`config.mk`:
```
export PLATFORM = sky130hd
export DESIGN_NAME = iomux_ctrl
export DESIGN_NICKNAME = d
export VERILOG_FILES = /design/src/rtl/iomux_ctrl.sv
export SDC_FILE = /design/constraint.sdc
export NUM_CORES = 1
export LEC_CHECK = 0
export ABC_AREA = 0
export ABC_CLOCK_PERIOD_IN_PS = 4000
export CAP_MARGIN = 25
export CORE_ASPECT_RATIO = 1.5
export CORE_UTILIZATION = 46
export CTS_CLUSTER_DIAMETER = 60
export DETAILED_ROUTE_END_ITERATION = 16
export PLACE_DENSITY = 0.82
export SETUP_SLACK_MARGIN = 0.2
export SYNTH_ARGS = -nofsm -noshare
export SYNTH_HDL_FRONTEND = slang
export SYNTH_SLANG_ARGS = --single-unit
```
`constraint.sdc`:
```
create_clock -name clk_i -period 4 [get_ports clk_i]
set_input_delay 0.6 -clock clk_i [delete_from_list [all_inputs] [get_ports clk_i]]
set_output_delay 0.6 -clock clk_i [all_outputs]
set_load 0.01 [all_outputs]
```
`src/rtl/iomux_ctrl.sv`:
```
// Runtime pin-mux for shared user-area pads: per-pad function select with a
// tri-state guard interval whenever a pad changes owner.
module iomux_ctrl #(
  parameter int unsigned N_PADS    = 5,
  parameter int unsigned N_FUNC    = 3,
  parameter int unsigned GUARD_CYC = 4
) (
  input  logic                       clk_i,
  input  logic                       rst_ni,
  input  logic                       reg_req_i,
  input  logic                       reg_we_i,
  input  logic [1:0]                 reg_addr_i,
  input  logic [31:0]                reg_wdata_i,
  output logic [31:0]                reg_rdata_o,
  output logic                       reg_ack_o,
  input  logic [N_PADS*N_FUNC-1:0]   func_out_i,
  input  logic [N_PADS*N_FUNC-1:0]   func_oe_i,
  output logic [N_PADS*N_FUNC-1:0]   func_in_o,
  input  logic [N_PADS-1:0]          pad_in_i,
  output logic [N_PADS-1:0]          pad_out_o,
  output logic [N_PADS-1:0]          pad_oeb_o
);

  localparam logic [2:0] NFuncW  = 3'(N_FUNC);
  localparam logic [3:0] GuardLd = 4'(GUARD_CYC);

  typedef enum logic {StActive, StGuard} pad_st_e;

  logic              ack_q;
  logic [31:0]       rdata_q;
  logic              lock_q;
  logic [31:0]       rd_data;
  logic              accept;
  logic              sel_wr;
  logic [N_PADS-1:0] status;
  logic [31:0]       pend_all;

  // An access is taken only while no ack is pending, giving the one-cycle ack pulse.
  assign accept = reg_req_i & ~ack_q;
  assign sel_wr = accept & reg_we_i & (reg_addr_i == 2'd0) & ~lock_q;

  always_comb begin
    rd_data = '0;
    unique case (reg_addr_i)
      2'd0:    rd_data = pend_all;
      2'd1:    rd_data[0] = lock_q;
      2'd2:    rd_data[N_PADS-1:0] = status;
      default: rd_data = '0;
    endcase
  end

  always_ff @(posedge clk_i or negedge rst_ni) begin
    if (!rst_ni) begin
      ack_q   <= 1'b0;
      rdata_q <= '0;
      lock_q  <= 1'b0;
    end else begin
      ack_q   <= accept;
      rdata_q <= (accept && !reg_we_i) ? rd_data : '0;
      if (accept && reg_we_i && (reg_addr_i == 2'd1) && reg_wdata_i[0]) begin
        lock_q <= 1'b1;
      end
    end
  end

  assign reg_ack_o   = ack_q;
  assign reg_rdata_o = rdata_q;

  for (genvar p = 0; p < 32 / 2; p++) begin : g_pend_pad
    if (p >= N_PADS) begin : g_unused
      assign pend_all[2*p +: 2] = 2'b00;
    end
  end

  for (genvar p = 0; p < N_PADS; p++) begin : g_pad
    pad_st_e     state_q;
    logic [1:0]  cur_q;
    logic [1:0]  pend_q;
    logic [3:0]  cnt_q;
    logic [1:0]  new_sel;
    logic        field_ok;
    logic [3:0]  fo;
    logic [3:0]  foe;
    logic [3:0]  fin;
    logic        pout;
    logic        poeb;

    assign new_sel  = reg_wdata_i[2*p +: 2];
    assign field_ok = sel_wr & ({1'b0, new_sel} < NFuncW);

    always_ff @(posedge clk_i or negedge rst_ni) begin
      if (!rst_ni) begin
        state_q <= StActive;
        cur_q   <= 2'd0;
        pend_q  <= 2'd0;
        cnt_q   <= 4'd0;
      end else begin
        if (field_ok) begin
          pend_q <= new_sel;
        end
        unique case (state_q)
          StActive: begin
            if (field_ok && (new_sel != cur_q)) begin
              state_q <= StGuard;
              cnt_q   <= GuardLd;
            end
          end
          StGuard: begin
            // Any accepted select write restarts the interval, even one back to cur_q.
            if (field_ok) begin
              cnt_q <= GuardLd;
            end else if (cnt_q == 4'd1) begin
              state_q <= StActive;
              cur_q   <= pend_q;
              cnt_q   <= 4'd0;
            end else begin
              cnt_q <= cnt_q - 4'd1;
            end
          end
          default: state_q <= StActive;
        endcase
      end
    end

    always_comb begin
      fo  = '0;
      foe = '0;
      fo[N_FUNC-1:0]  = func_out_i[p*N_FUNC +: N_FUNC];
      foe[N_FUNC-1:0] = func_oe_i[p*N_FUNC +: N_FUNC];
    end

    always_comb begin
      fin  = '0;
      pout = 1'b0;
      poeb = 1'b1;
      if (state_q == StActive) begin
        pout       = fo[cur_q];
        poeb       = ~foe[cur_q];
        fin[cur_q] = pad_in_i[p];
      end
    end

    assign func_in_o[p*N_FUNC +: N_FUNC] = fin[N_FUNC-1:0];
    assign pad_out_o[p]                  = pout;
    assign pad_oeb_o[p]                  = poeb;
    assign status[p]                     = (state_q == StGuard);
    assign pend_all[2*p +: 2]            = pend_q;
  end

endmodule

```
* After elaboration in Yosys (flattened, before gate mapping)
Index checks and enable logic that the tools add are counted.
** Word-level totals
- Register bits after elaboration :: 79
** Operators by class
- $add $sub $neg :: 5
- $lt $le $gt $ge :: 15
- Equality and inequality tests :: 17
- Mux-type cells :: 89
- Bitwise gates (word level) :: 31
- Reductions and logical operators :: 21
** Operators with widths (count)
- $mux W4 :: 15
- $pmux W4 S2 :: 6
- $mux W1 :: 40
- $mux W32 :: 1
- $bmux W1 S2 :: 10
- $eq A4 B1 Y1 const B :: 5
- $sub A4 B1 Y4 const B :: 5
- $not A1 Y1 :: 17
- $and A3 B3 Y3 :: 5
- $lt A2 B3 Y1 const B :: 5
- $mux W3 :: 5
- $reduce_and A3 Y1 :: 5
- $logic_and A1 B1 Y1 :: 14
- $demux W1 S2 :: 5
- $ge A2 B1 Y1 const B :: 5
- $lt A2 B2 Y1 const B :: 5
- $ne A2 B2 Y1 :: 5
- $ne A2 B2 Y1 const B :: 5
- $pmux W1 S2 :: 5
- $and A1 B1 Y1 :: 9
- $mux W5 :: 1
- $pmux W1 S3 :: 1
- $eq A2 B1 Y1 const B :: 1
- $eq A2 B2 Y1 const B :: 1
- other kinds (2) :: 2

* Logic depth before layout (Yosys ltp)
- Depth after elaboration :: 9
- Depth in mapped cells :: 7
- Depth with buffers taken out :: 6

* Least setup slack after synthesis
OpenSTA, ideal clock, no wires.
- Path kind :: input to register
- From :: in reg_addr_i[1]
- To :: reg g_pad[3].cur_q[0]
- Setup time :: 125 ps
- Data arrival time :: 1620 ps
- Data required time :: 3875 ps
- Setup slack :: 2256 ps
- Cell stages on the path :: 5
- Buffers on the path :: 1
- Path through :: buf_6 > nor3_4 > nand3_1 > and3_1 > mux2_2
** On the way
- Cells in the longest elaborated chain, start to end :: 6
** RTL lines
- from (decl) :: line 12 : input logic [1:0] reg_addr_i,
- $logic_not A2 Y1 :: line 40 : assign sel_wr = accept & reg_we_i & (reg_addr_i == 2'd0) & ~lock_q;
- $and A1 B1 Y1 (2 in a row) :: line 40
- $and A1 B1 Y1 :: line 89 : assign field_ok = sel_wr & ({1'b0, new_sel} < NFuncW);
- $not A1 Y1 (no line)
- $reduce_and A3 Y1 (no line)
- to (signal assigned) :: line 114 : cur_q <= pend_q;
- to (decl) :: line 77 : logic [1:0] cur_q;
No other way between the ends.
A chain may end at the register's enable or synchronous reset.

* Worst setup path in the final report
- From :: in reg_addr_i[1]
- To :: reg g_pad[1].cnt_q[3]
** On the way
- Cells in the longest elaborated chain, start to end :: 6
** RTL lines
- $logic_not A2 Y1 (*) :: line 40
- $and A1 B1 Y1 (*) (2 in a row) :: line 40
- $and A1 B1 Y1 (*) :: line 89
- $mux W4 / $logic_and A1 B1 Y1 (equally long branches) :: line 110, 103
- $pmux W4 S2 / $ne A2 B2 Y1 (equally long branches)
- to (signal assigned) :: line 105 : cnt_q <= GuardLd;
- to (signal assigned) :: line 111 : cnt_q <= GuardLd;
- to (signal assigned) :: line 117 : cnt_q <= cnt_q - 4'd1;
- to (decl) :: line 79 : logic [3:0] cnt_q;
Mark *: on every way between the ends. The rest lies on a longest branch, timed or not.

==> tab_implementation.tex <==
\begin{tabular}{lr}
\hline
Metric & Value \\
\hline
\multicolumn{2}{l}{\textbf{STA}} \\
\quad Total negative slack for setup checks & 0 ps \\
\quad Headroom to the max-slew limit & 0.3806 \\
\quad Unrepaired setup endpoints after global routing & false \\
\quad Least-Margin Pin Slew & slightly above 900 ps \\
\quad Worst path setup slack after routing & $\sim$1300 ps \\
\quad Fin. max-slew vios & 0 \\
\quad Setup-failing EPs final & 0 \\
\quad Upper clock frequency limit & 367.4 MHz \\
\quad Period minus WS final & around 2700 ps \\
\quad Worst setup skew after layout & slightly above 6 ps \\
\quad Final Hold Violating Endpoints & 0 \\
\quad Final critical-path share of the clock period & 0.6804 \\
\multicolumn{2}{l}{\textbf{Clocking}} \\
\quad Number of cells upsized or downsized after cts & 0 \\
\quad Clock tree from TritonCTS & yes \\
\quad Clock input transition at the sequential cells of the worst setup and hold paths & 70 ps \\
\quad Number of clock sinks & between 50 and 60 \\
\quad Level count of the clock H-tree & 3 \\
\quad Postcts setup bufs & 0 \\
\quad Clock buffers created by TritonCTS & 9 \\
\quad Source-to-sink clock delay at the later pin of the worst-skew pair & $\sim$330 ps \\
\quad Worst-case clock buffer depth & 2 \\
\quad Cell chosen for the clock root & sky130\_fd\_sc\_hd\_\_clkbuf\_8 \\
\quad Number of buffers added to fix hold violations after cts & 0 \\
\multicolumn{2}{l}{\textbf{Yosys}} \\
\quad Cell area after synthesis & 0.003521 mm2 \\
\quad Number of distinct library cells after synthesis & 44 \\
\quad Top cell type's share of synthesized area & 0.4051 \\
\quad Ranking of synthesized cells by instance count & 57 x sky130\_fd\_sc\_hd\_\_dfrtp\_1, 36 x sky130\_fd\_sc\_hd\_\_nor2\_1, 32 x sky130\_fd\_sc\_hd\_\_buf\_4 \\
\quad Average instance area after synthesis & 9.439 um2 \\
\quad Top cells by area in the synthesized netlist & sky130\_fd\_sc\_hd\_\_dfrtp\_1 41\%, sky130\_fd\_sc\_hd\_\_buf\_4 6.8\%, sky130\_fd\_sc\_hd\_\_mux2i\_1 5.1\% \\
\quad Count leader, synth & sky130\_fd\_sc\_hd\_\_dfrtp\_1 \\
\quad Synth Warn \# & 0 \\
\quad Largest area contributor in the synthesized netlist & sky130\_fd\_sc\_hd\_\_dfrtp\_1 \\
\quad Top\_reg\_cell synth & sky130\_fd\_sc\_hd\_\_dfrtp\_1 \\
\quad Fraction of synthesis flops using an asynchronous set or reset pin & 1.000 \\
\quad Post-synth EDFFs & 0 \\
\quad FF+latch count, synth & 57 \\
\quad Syn Inst Count & 373 \\
\quad Proportion of synthesized chip area in sequential cells & 0.4051 \\
\multicolumn{2}{l}{\textbf{Power}} \\
\quad Fraction of power consumed by the clock network & 0.190 \\
\quad Sequential power share & 0.397 \\
\quad Switching Power & 0.001042 W \\
\quad Tot Pwr & roughly 0.0028 W \\
\quad Sw frac & 0.3770 \\
\quad P\_int & 0.001723 W \\
\quad Lkg Pwr & between 1.5 and 2 nW \\
\quad IR drop worst, VDD & 0.3102 mV \\
\quad Part of the total power dissipated in combinational logic & 0.413 \\
\quad Power Dens Cells & 616.8 mW/mm2 \\
\multicolumn{2}{l}{\textbf{Routing}} \\
\quad Routed via count & slightly below 3000 \\
\quad Number of nets with antenna violations after routing & 0 \\
\quad Iteration-0 DRC count of the detailed router & 135 \\
\quad Count of unresolved DRC violations after routing & 0 \\
\quad Via-to-Cell Ratio & 5.263 \\
\quad Post-DR wirelength/cell & approximately 14 um \\
\quad Wire length reported by the detailed router & approximately 7.5 mm \\
\quad Number of iterations in the first detailed-routing pass & 5 \\
\multicolumn{2}{l}{\textbf{Final layout}} \\
\quad Antenna diode count & 0 \\
\quad Total Nets Final & roughly 530 \\
\quad Final core utilization & 0.6123 \\
\quad Area growth, synth to finish & 27.33\% \\
\quad Count of non-filler cells in the finished layout & around 550 \\
\quad Proportion of layout cells with a drive suffix above 1 & 0.08204 \\
\multicolumn{2}{l}{\textbf{Hold path}} \\
\quad Worst min path class & in -> async \\
\multicolumn{2}{l}{\textbf{Setup path}} \\
\quad Register-to-register setup slack & 1790 ps \\
\quad Kind of launch point of the worst setup path & input pin \\
\quad Number of cells on the worst reg-to-reg path & 4 \\
\quad Beginning of the worst register-to-register path & reg\_ack\_o \\
\quad Critical path capture point type & flop \\
\quad End of the worst register-to-register path & g\_pad[1].cnt\_q[3] \\
\quad Arrival time of the worst setup path & 2920 ps \\
\quad Critical Setup Path Class & in -> reg \\
\quad Data required time at the worst endpoint & 4190 ps \\
\quad Maximum fanout along the worst path & 20 \\
\multicolumn{2}{l}{\textbf{Placed design}} \\
\quad Last weighted congestion value of the routability-driven placer & 0.8000 \\
\quad Detailed Place HPWL & 5.623 mm \\
\quad Pre-CTS worst setup slack & 949.9 ps \\
\quad Number of I/O port buffers & 86 \\
\quad Total instance count after detailed placement & approximately 540 \\
\multicolumn{2}{l}{\textbf{Floorplanning}} \\
\quad Starting density of the core & 0.4809 \\
\quad Width of the chip & 73.44 um \\
\quad I/O pin total & 131 \\
\quad Cell Rows & 38 \\
\quad Std-Cell Core Area & 0.007322 mm2 \\
\quad Die footprint & about 0.008 mm2 \\
\quad Die span in y & 109.2 um \\
\multicolumn{2}{l}{\textbf{GRT}} \\
\quad All-layer global routing usage & 0.2091 \\
\quad Overflow after GRT & 0 \\
\quad Number of antenna violations at the first check in global routing & 0 \\
\quad Global-route wire length before repair & 12.87 mm \\
\quad Number of global-route vias before repair & between 2000 and 3000 \\
\quad Pin count of the biggest net entering global routing & 30 \\
\multicolumn{2}{l}{\textbf{Flow run}} \\
\quad MaxCap Viol Count & 0 \\
\multicolumn{2}{l}{\textbf{Status}} \\
\quad Result of the run & finished, final reports clean \\
\hline
\end{tabular}
-- worst max-delay path: stages --
cell                              delay, ps
sky130_fd_sc_hd__clkdlybuf4s50_1        650
sky130_fd_sc_hd__nor3_4                 430
sky130_fd_sc_hd__nand2_1                500
sky130_fd_sc_hd__a21oi_1                570
sky130_fd_sc_hd__o21ai_0                170
-- through the flow --
step	area (um2)	hold slack, ps
after floorplan	3600	304.4
after global placement	4288	491.7
after detailed placement	4288	498.2
after CTS	4483	300.1
after global routing	4483	337.6
final	4483	283.2
-- layer usage --
| layer | GRT usage | wire length, um | up-vias |
|---|---|---|---|
| met5 | 0 | 0 | - |
| met4 | 0.08104 | 152 | 0 |
| met3 | 0.03974 | 345 | 11 |
| met2 | 0.3843 | 3948 | 91 |
| met1 | 0.2341 | 3097 | 1390 |
| li1 | - | - | 1408 |
-- final cells by class --
cell class	count	area [um2]
Clock inverter	7	71.32
Clock buffer	9	123.9
Timing Repair Buffer	88	870.8
Fill cell	608	2839
Multi-Input combinational cell	270	1790
Inverter	20	75.07
Tap cell	100	125.1
Sequential cell	57	1426
-- registers in the layout, indices dropped and copies added, names as in the netlist --
register,flops
g_pad.pend_q,10
reg_ack_o,1
g_pad.cur_q,10
reg_rdata_o,10
g_pad.cnt_q,20
g_pad.state_q,5
lock_q,1
-- layout by cell type (no fill, tap or decap), types with 13 or more instances in the layout --
| cell type | Yosys | layout |
|---|---|---|
| sky130_fd_sc_hd__nor2_1 | 36 | 36 |
| sky130_fd_sc_hd__o31ai_1 | 13 | 13 |
| sky130_fd_sc_hd__dfrtp_1 | 57 | 57 |
| sky130_fd_sc_hd__mux2_2 | 14 | 14 |
| sky130_fd_sc_hd__clkdlybuf4s50_1 | 0 | 85 |
| sky130_fd_sc_hd__inv_1 | 20 | 20 |
| sky130_fd_sc_hd__nand2_1 | 18 | 18 |
| sky130_fd_sc_hd__a21oi_1 | 20 | 20 |
| sky130_fd_sc_hd__nor2b_1 | 16 | 16 |
| sky130_fd_sc_hd__nand3_1 | 13 | 13 |
| sky130_fd_sc_hd__conb_1 | 1 | 22 |
| sky130_fd_sc_hd__mux2i_1 | 18 | 18 |
-- power groups by stage --
| stage | Clock [W] | Combinational (W) | Sequential [W] |
|---|---|---|---|
| 2_1_floorplan | 0 | 0.000975 | 0.000932 |
| 3_3_place_gp | 0 | 0.00110 | 0.00109 |
| 3_5_place_dp | 0 | 0.00114 | 0.00111 |
| 4_1_cts | 0.000529 | 0.00116 | 0.00110 |
| 5_1_grt | 0.000555 | 0.00129 | 0.00115 |
| 6_report | 0.000525 | 0.00114 | 0.00110 |
-- cell families after synthesis --
group	count (synthesis)	synth area share
and+or+nand+nor	133	0.2086
adders and majority gates	10	0.03554
AOI/OAI and AO/OA	73	0.1450
muxes	32	0.09595
other	1	0.001065
buffers and inverters	67	0.1087
DFF	57	0.4051
-- worst max-delay path by stage --
| stage | from | to | slack [ps] |
|---|---|---|---|
| 2_1_floorplan | reg_addr_i[1] | g_pad[3].cur_q[0] | 2260 |
| 3_3_place_gp | reg_addr_i[1] | g_pad[1].cnt_q[3] | 1000 |
| 3_5_place_dp | reg_addr_i[1] | g_pad[1].cnt_q[3] | 950 |
| 4_1_cts | reg_addr_i[1] | g_pad[1].cnt_q[3] | 1260 |
| 5_1_grt | reg_addr_i[1] | g_pad[1].cnt_q[3] | 1000 |
| 6_report | reg_addr_i[1] | g_pad[1].cnt_q[3] | 1280 |
Power figures use the tool's default switching activity.
